<file path="config.mk">
export PLATFORM = sky130hd
export DESIGN_NAME = bsg_div_iterative_radix2_flat
export DESIGN_NICKNAME = d
export VERILOG_FILES = /design/src/rtl/bsg_div_if.sv /design/src/rtl/bsg_div_iterative_radix2.sv /design/src/flat_wrapper.sv
export SDC_FILE = /design/constraint.sdc
export NUM_CORES = 1
export LEC_CHECK = 0
export ABC_AREA = 1
export CAP_MARGIN = 20
export CORE_MARGIN = 5
export CORE_UTILIZATION = 55
export DETAILED_ROUTE_END_ITERATION = 8
export DONT_BUFFER_PORTS = 1
export GPL_TIMING_DRIVEN = 0
export HOLD_SLACK_MARGIN = 0.06
export PLACE_DENSITY = 0.7
export SETUP_SLACK_MARGIN = 0.3
export SLEW_MARGIN = 30
export SYNTH_ARGS = -nofsm -noshare
export SYNTH_HDL_FRONTEND = slang
export SYNTH_SLANG_ARGS = --single-unit
</file>
<file path="constraint.sdc">
create_clock -name clk_i -period 10.2 [get_ports clk_i]
set_clock_uncertainty 0.1 [all_clocks]
set_input_delay 1.53 -clock clk_i [delete_from_list [all_inputs] [get_ports clk_i]]
set_output_delay 1.53 -clock clk_i [all_outputs]
set_load 0.02 [all_outputs]
</file>
<file path="src/rtl/bsg_div_if.sv">
// Handshake and operand/result bundle for the iterative divider.
// The divider connects through the slave modport; the producer/consumer uses master.
interface bsg_div_if #(
    parameter int width_p = 32
);
    logic               v_i;
    logic               ready_o;
    logic [width_p-1:0] dividend_i;
    logic [width_p-1:0] divisor_i;
    logic               signed_i;
    logic [width_p-1:0] quotient_o;
    logic [width_p-1:0] remainder_o;
    logic               v_o;
    logic               yumi_i;

    modport master (
        output v_i, dividend_i, divisor_i, signed_i, yumi_i,
        input  ready_o, quotient_o, remainder_o, v_o
    );

    modport slave (
        input  v_i, dividend_i, divisor_i, signed_i, yumi_i,
        output ready_o, quotient_o, remainder_o, v_o
    );
endinterface

</file>
<file path="src/rtl/bsg_div_iterative_radix2.sv">
// Iterative radix-2 restoring divider, one quotient bit per cycle, signed or unsigned.
// Divide-by-zero and signed overflow produce RISC-V M results.
module bsg_div_iterative_radix2 #(
    parameter int width_p = 32
) (
    input  logic   clk_i,
    input  logic   reset_i,
    bsg_div_if.slave div
);
    localparam int                  cnt_w_lp    = $clog2(width_p);
    localparam logic [cnt_w_lp-1:0] cnt_last_lp = cnt_w_lp'(width_p - 1);

    typedef enum logic [2:0] {eIDLE, eABS, eDIV, eFIX, eDONE} state_e;

    state_e state_r, state_n;

    logic [width_p-1:0]  dividend_r;
    logic [width_p-1:0]  divisor_r;
    logic [width_p-1:0]  orig_r;
    logic [width_p-1:0]  quotient_r;
    logic [width_p-1:0]  remainder_r;
    logic [width_p:0]    rem_r;
    logic [width_p:0]    rem_shifted;
    logic [width_p:0]    trial;
    logic [cnt_w_lp-1:0] cnt_r;
    logic                zero_r;
    logic                dneg_r;
    logic                sneg_r;
    logic                accept;
    logic                trial_ok;
    logic                cnt_done;

    assign accept      = div.v_i & (state_r == eIDLE);
    assign rem_shifted = {rem_r[width_p-1:0], dividend_r[width_p-1]};
    assign trial       = rem_shifted - {1'b0, divisor_r};
    // For a nonzero divisor rem_r stays below it, so its top bit is clear and only trial's sign decides.
    assign trial_ok    = ~trial[width_p] & ~rem_r[width_p];
    assign cnt_done    = (cnt_r == cnt_last_lp);

    assign div.ready_o     = (state_r == eIDLE);
    assign div.v_o         = (state_r == eDONE);
    assign div.quotient_o  = quotient_r;
    assign div.remainder_o = remainder_r;

    // NOTE: sequential state uses non-blocking assignments so every register samples pre-edge values.
    always_ff @(posedge clk_i or posedge reset_i) begin
        if (reset_i) state_r <= eIDLE;
        else         state_r <= state_n;
    end

    always_comb begin
        // NOTE: default first so no path through this block leaves state_n unassigned (no latch).
        state_n = state_r;
        unique case (state_r)
            eIDLE:   if (div.v_i)    state_n = eABS;
            eABS:                    state_n = eDIV;
            eDIV:    if (cnt_done)   state_n = eFIX;
            eFIX:                    state_n = eDONE;
            eDONE:   if (div.yumi_i) state_n = eIDLE;
            default:                 state_n = eIDLE;
        endcase
    end

    // NOTE: datapath registers are reset too, so results read exactly 0 after reset.
    always_ff @(posedge clk_i or posedge reset_i) begin
        if (reset_i) begin
            dividend_r  <= '0;
            divisor_r   <= '0;
            orig_r      <= '0;
            quotient_r  <= '0;
            remainder_r <= '0;
            rem_r       <= '0;
            cnt_r       <= '0;
            zero_r      <= 1'b0;
            dneg_r      <= 1'b0;
            sneg_r      <= 1'b0;
        end else begin
            case (state_r)
                eIDLE: begin
                    if (accept) begin
                        dividend_r <= div.dividend_i;
                        divisor_r  <= div.divisor_i;
                        orig_r     <= div.dividend_i;
                        zero_r     <= (div.divisor_i == '0);
                        dneg_r     <= div.signed_i & div.dividend_i[width_p-1];
                        sneg_r     <= div.signed_i & div.divisor_i[width_p-1];
                    end
                end
                eABS: begin
                    dividend_r <= dneg_r ? -dividend_r : dividend_r;
                    divisor_r  <= sneg_r ? -divisor_r  : divisor_r;
                    rem_r      <= '0;
                    cnt_r      <= '0;
                end
                eDIV: begin
                    rem_r      <= trial_ok ? trial : rem_shifted;
                    dividend_r <= {dividend_r[width_p-2:0], trial_ok};
                    cnt_r      <= cnt_r + 1'b1;
                end
                eFIX: begin
                    // The -2^(w-1) / -1 case needs no special handling: the magnitude wraps back to itself.
                    if (zero_r) begin
                        quotient_r  <= '1;
                        remainder_r <= orig_r;
                    end else begin
                        quotient_r  <= (dneg_r ^ sneg_r) ? -dividend_r : dividend_r;
                        remainder_r <= dneg_r ? -rem_r[width_p-1:0] : rem_r[width_p-1:0];
                    end
                end
                default: ;
            endcase
        end
    end
endmodule

</file>
<file path="src/flat_wrapper.sv">
// flat-port wrapper written by rule: the top's interface ports become plain ports
module bsg_div_iterative_radix2_flat 
#(
    parameter int width_p = 32
)
  (clk_i, reset_i, div_v_i, div_dividend_i, div_divisor_i, div_signed_i, div_yumi_i, div_ready_o, div_quotient_o, div_remainder_o, div_v_o);
  bsg_div_if #(.width_p(width_p)) div_i ();
  input  logic clk_i;
  input  logic reset_i;
  input wire logic [$bits(div_i.v_i)-1:0] div_v_i;
  input wire logic [$bits(div_i.dividend_i)-1:0] div_dividend_i;
  input wire logic [$bits(div_i.divisor_i)-1:0] div_divisor_i;
  input wire logic [$bits(div_i.signed_i)-1:0] div_signed_i;
  input wire logic [$bits(div_i.yumi_i)-1:0] div_yumi_i;
  output wire logic [$bits(div_i.ready_o)-1:0] div_ready_o;
  output wire logic [$bits(div_i.quotient_o)-1:0] div_quotient_o;
  output wire logic [$bits(div_i.remainder_o)-1:0] div_remainder_o;
  output wire logic [$bits(div_i.v_o)-1:0] div_v_o;
  assign div_i.v_i = div_v_i;
  assign div_i.dividend_i = div_dividend_i;
  assign div_i.divisor_i = div_divisor_i;
  assign div_i.signed_i = div_signed_i;
  assign div_i.yumi_i = div_yumi_i;
  assign div_ready_o = div_i.ready_o;
  assign div_quotient_o = div_i.quotient_o;
  assign div_remainder_o = div_i.remainder_o;
  assign div_v_o = div_i.v_o;
  bsg_div_iterative_radix2 #(.width_p(width_p)) u_core (.clk_i(clk_i), .reset_i(reset_i), .div(div_i));
endmodule
</file>
== Word-level counts from Yosys, hierarchy flattened ==
Cells that the tools add are included.
Operators by class
  $add $sub $neg: 5
  multiply operators: 0
  divide/modulo/power cells: 0
  order comparisons: 0
  eq/ne operators: 11
  shifts and indexed selects: 0
  mux-type cells: 17
  bitwise gates (word level): 7
  reduce and logical (&&, ||, !) cells: 9
Operator list (number)
  $mux 32: 8
  $neg 32->32: 3
  $pmux 32 s3: 1
  $pmux 33 s2: 1
  $pmux 32 s2: 1
  $mux 33: 1
  $sub 33x32->33: 1
  $logic_not 32->1: 1
  $pmux 3 s5: 1
  $pmux 5 s2: 1
  $mux 3: 3
  $reduce_and 3->1: 3
  $ne 2x1->1 const B: 4
  $eq 3x2->1 const B: 2
  $add 5x1->5 const B: 1
  $eq 5x5->1 const B: 1
  $and 1x1->1: 4
  $ne 2x2->1 const B: 2
  $reduce_bool 2->1: 2
  $eq 3x1->1 const B: 1
  $eq 3x3->1 const B: 1
  $logic_not 3->1: 1
  $reduce_bool 3->1: 1
  $not 1->1: 2
  other kinds (2): 2
Storage, ports and cells
  register bits after elaboration: 204
  bits in latches: 0
  memory bits (writable): 0
  memory bits (read-only): 0
  bits of input ports: 69
  word-level logic and storage cells: 60
  memories kept: 0

== Depth between registers and ports, before layout ==
  word-level depth: 5
  mapped depth: 18

== Worst setup path before layout ==
Ideal clock, no wire load.
  path type: input port to flip-flop
  start point: in div_v_i
  end point: reg u_core.divisor_r[25]
  arrival: 2.419 ns
  required time: 9.979 ns
  setup slack: 7.560 ns
  cell stages on the path: 7
  path through: or2_2 > o2111ai_2 > inv_2 > buf_2 > o21ai_0 > o21bai_1 > nand2_1
Between the ends
  longest elaborated chain between the ends: 3
Ends and longest elaborated chain
  from (decl): line flat_wrapper.sv:10  | input wire logic [$bits(div_i.v_i)-1:0] div_v_i;
  $and 1x1->1: line bsg_div_iterative_radix2.sv:33  | assign accept = div.v_i & (state_r == eIDLE);
  $ne 2x1->1 (no line)
  $reduce_and 3->1 (no line)
  to (signal assigned): line bsg_div_iterative_radix2.sv:82  | divisor_r <= div.divisor_i;
  to (signal assigned): line bsg_div_iterative_radix2.sv:91  | divisor_r <= sneg_r ? -divisor_r : divisor_r;
  to (decl): line bsg_div_iterative_radix2.sv:18  | logic [width_p-1:0] divisor_r;
Every way passes these cells.
A chain may end at the register's enable or synchronous reset.

== Worst setup path in the final report ==
  start point: reg u_core.state_r[2]
  end point: out div_v_o
Between the ends
  longest elaborated chain between the ends: 1
Ends and longest elaborated chain
  from (decl): line bsg_div_iterative_radix2.sv:15  | state_e state_r, state_n;
  from (signal assigned): line bsg_div_iterative_radix2.sv:47  | if (reset_i) state_r <= eIDLE;
  from (signal assigned): line bsg_div_iterative_radix2.sv:48  | else state_r <= state_n;
  $eq 3x3->1: line bsg_div_iterative_radix2.sv:41  | assign div.v_o = (state_r == eDONE);
  to (decl): line flat_wrapper.sv:18  | output wire logic [$bits(div_i.v_o)-1:0] div_v_o;
Every way passes these cells.

==> summary.md <==
| Metric | Value |
|---|---|
| Clock transition at path regs | `0.06 ns` |
| Area occupied by multi-input gates | `8050 um^2` |
| Largest cells by area after synthesis | `dfrtp_1 (35%), nand2_1 (17%), nand3_1 (7.3%)` |
| Worst VDD drop | `0.232 mV` |
| Drt drc | `0` |
| Combinational share of power | `54.7%` |
| Post-synthesis compound-gate area fraction | `13.1%` |
| FF+latch count, synth | `204` |
| Filler Cell Count | `2517` |
| Max stage delay on crit path | `0.60 ns` |
| Post-cts sizing count | `0` |
| Slew Viols, Final | `0` |
| Tcrit/Tclk final | `31.8%` |
| Max-cap violations | `0` |
| Via count | `15400` |
| EDFF count, synth | `0` |
| Pin count of the biggest net entering global routing | `76` |
| Seq pwr share | `29.6%` |
| Critical path, cell by cell | `inv_1 -> nor3_1` |
| Overall Global Routing Usage | `34.2%` |
| Top-area cell type share of the netlist area | `34.9%` |
| Mean Syn Cell Area | `6.65 um^2` |
| Switching pwr | `0.00292 W` |
| Post-Route WL | `52600 um` |
| Die Ht | `173 um` |
| Cells after Synth | `2200` |
| CP startpoint kind | `flop` |
| Die W | `173 um` |
| WL/cell | `20.4 um` |
| Die footprint | `30000 um^2` |
| FF-to-FF setup slack | `7.41 ns` |
| Antenna-violating nets left | `0` |
| Int Pwr | `0.00256 W` |
| Leak | `8.22 nW` |
| Crit end category | `output port` |
| Count leader, synth | `nand2_1` |
| Period minus WS final | `3.25 ns` |
| Row Count | `59` |
| Top FF cell, synth | `dfrtp_1` |
| Leading area contributor after synthesis | `dfrtp_1` |
| Synth Area in Simple Gates | `35.8%` |
| Ports | `135` |
| Final nets | `2335` |
| Routability Congestion | `1.01` |
| Commonest cells post-synth | `nand2_1 (671), inv_1 (279), nand3_1 (214), dfrtp_1 (204), nor2_1 (197)` |
| Clk buf depth | `3` |
| Register Area | `5100 um^2` |
| CP required | `8.57 ns` |
| Share of cells above drive strength 1 | `5.66%` |
| Fmax | `308 MHz` |
| H-tree lvl count | `1` |
| Synth Warn # | `0` |
| Initial antenna violation count | `1` |
| TritonCTS clock tree | `yes` |
| WP data arrival | `1.62 ns` |
| Post-synthesis sequential area ratio | `34.9%` |
| Initial core utilization | `56.0%` |
| Synth Area in XOR/XNOR | `2.81%` |
| Post-Syn Area | `14600 um^2` |
| DPL Wire Length | `41500 um` |
| Area Growth Syn to Fin | `8.65%` |
| Async S/R FF share, synth | `100%` |
| Synth unique cells | `53` |
| Unrepaired setup endpoints after global routing | `false` |
| Port Buffers | `0` |
| Endpoints failing setup | `0` |
| Worst-Skew Late Latency | `0.53 ns` |
| Core area | `26100 um^2` |
| CTS Hold Bufs | `0` |
| Vias/cell | `5.98` |
| Adder-Cell Fraction of Synth Area | `3.30%` |
| Outcome | `complete, no violations` |
| P per Cell Area | `345 nW/um^2` |
| Worst Path Max Fanout | `3` |
| CP max stage cell | `nor3_1` |
| 1st-pass router iterations | `6` |
| WS Path Type | `flop to output port` |
| Largest family of logic cells by synthesized area | `simple AND/OR/NAND/NOR gates` |
| Fin Setup TNS | `0 ns` |
| Antenna cells | `0` |
| Clock network fraction of total power | `15.7%` |
| Overflow left after global routing | `0` |
| Hold crit path type | `flop to flop` |
| Clk root buf | `clkbuf_16` |
| Clk sinks | `204` |
| Hold Vio Cnt, Final | `0` |
| DR iter-0 viols | `1688` |
| First-pass GRT wire length | `81700 um` |
| Worst-margin pin slew | `0.953 ns` |
| Vias in the first global route | `14600` |
| Cts bufs inserted | `24` |
| Pwr Total | `0.00548 W` |
| Setup repair bufs after CTS | `0` |
| Syn nets | `2307` |
| Max_slew headroom | `36.5%` |
| Sw Ratio | `53.3%` |
| Mux contribution to synthesized area | `0%` |
kinds of logic after synthesis:
family                   count (synthesis)
AND/OR/NAND/NOR                       1218
buffers and inverters                  372
AO/OA/AOI/OAI                          321
flip-flops                             204
XOR/XNOR                                47
adder cells (fa/ha/maj)                 38
critical path, delay by kind of cell (launching register included):
family / cells / cell delay [ns]
flops: 1 / 0.39
buf+inv: 1 / 0.10
simple gates: 1 / 0.60
state kept, by name (all words and copies together) (netlist names):
register                count
u_core.cnt_r                5
u_core.dividend_r          32
u_core.div.quotient_o      32
u_core.orig_r              32
u_core.state_r              3
u_core.sneg_r               1
u_core.rem_r               33
u_core.divisor_r           32
u_core.dneg_r               1
u_core.zero_r               1
u_core.div.remainder_o     32
placed cells by master (no fill, tap or decap), types with 14 or more instances in the layout:
cell type  instances
a21oi_1           77
buf_2             20
a221oi_1          23
o22ai_1           16
nor3_1            20
a22oi_1           16
a31oi_1           15
dfrtp_1          204
xnor2_1           14
o21ai_0          122
xor2_1            33
nand2_1          671
clkbuf_1          50
ha_1              37
nand4_1           38
clkbuf_16         25
nand3_1          214
inv_1            278
nor2_1           197
routing by layer:
metal / global-route usage [%] / wire (um) / vias up / share of wire [%]
met5: 0 / 0 / - / 0
met4: 13.0 / 2320 / 0 / 4.4
met3: 7.64 / 5790 / 131 / 11
met2: 50.6 / 22100 / 782 / 42
met1: 49.0 / 22500 / 7278 / 43
li1: - / - / 7226 / -
area by class of cell:
class | count | area share (%)
buffer | 83 | 2.45
clock inverter | 11 | 0.606
inverter | 289 | 6.87
tap | 335 | 2.64
sequential | 204 | 32.1
multi-input combinational | 1624 | 50.6
timing repair buffer | 2 | 0.346
clock buffer | 31 | 4.33
final timing paths:
check                                              startpoint                                     end  depth (start not counted)
max in group asynchronous                             reset_i        u_core.divisor_r[17]$_DFFE_PP0P_                          3
min in group asynchronous                             reset_i  u_core.div.remainder_o[20]$_DFFE_PP0P_                          1
worst min register to register  u_core.orig_r[20]$_DFFE_PP0P_           u_core.orig_r[20]$_DFFE_PP0P_                          2
worst max-delay path            u_core.state_r[2]$_DFFE_PP0P_                                 div_v_o                          2
worst max register to register    u_core.rem_r[0]$_DFFE_PP0N_            u_core.rem_r[20]$_DFFE_PP0N_                         17
worst min-delay path            u_core.orig_r[20]$_DFFE_PP0P_           u_core.orig_r[20]$_DFFE_PP0P_                          2
power by group through the flow:
stage | clock network, W | registers [W] | logic [W]
global route | 0.000902 | 0.00166 | 0.00332
detailed placement | 0 | 0.00162 | 0.00291
global placement | 0 | 0.00162 | 0.00286
floorplan | 0 | 0.00152 | 0.00208
CTS | 0.000869 | 0.00162 | 0.00292
finish | 0.000859 | 0.00162 | 0.00300
stage by stage:
step | instances | area (um^2) | setup WS (ns) | hold slack (ns) | utilization, %
2_1_floorplan | 2200 | 14600 | 3.00 | 0.337 | -
3_3_place_gp | 2535 | 15000 | 0.701 | 0.351 | 57.6
3_5_place_dp | 2537 | 15100 | 7.04 | 0.357 | 57.8
4_1_cts | 2579 | 15900 | 6.93 | 0.372 | 60.8
5_1_grt | 2579 | 15900 | 6.87 | 0.387 | 60.8
6_report | 2579 | 15900 | 6.95 | 0.370 | 60.8
Power figures use the tool's default switching activity.
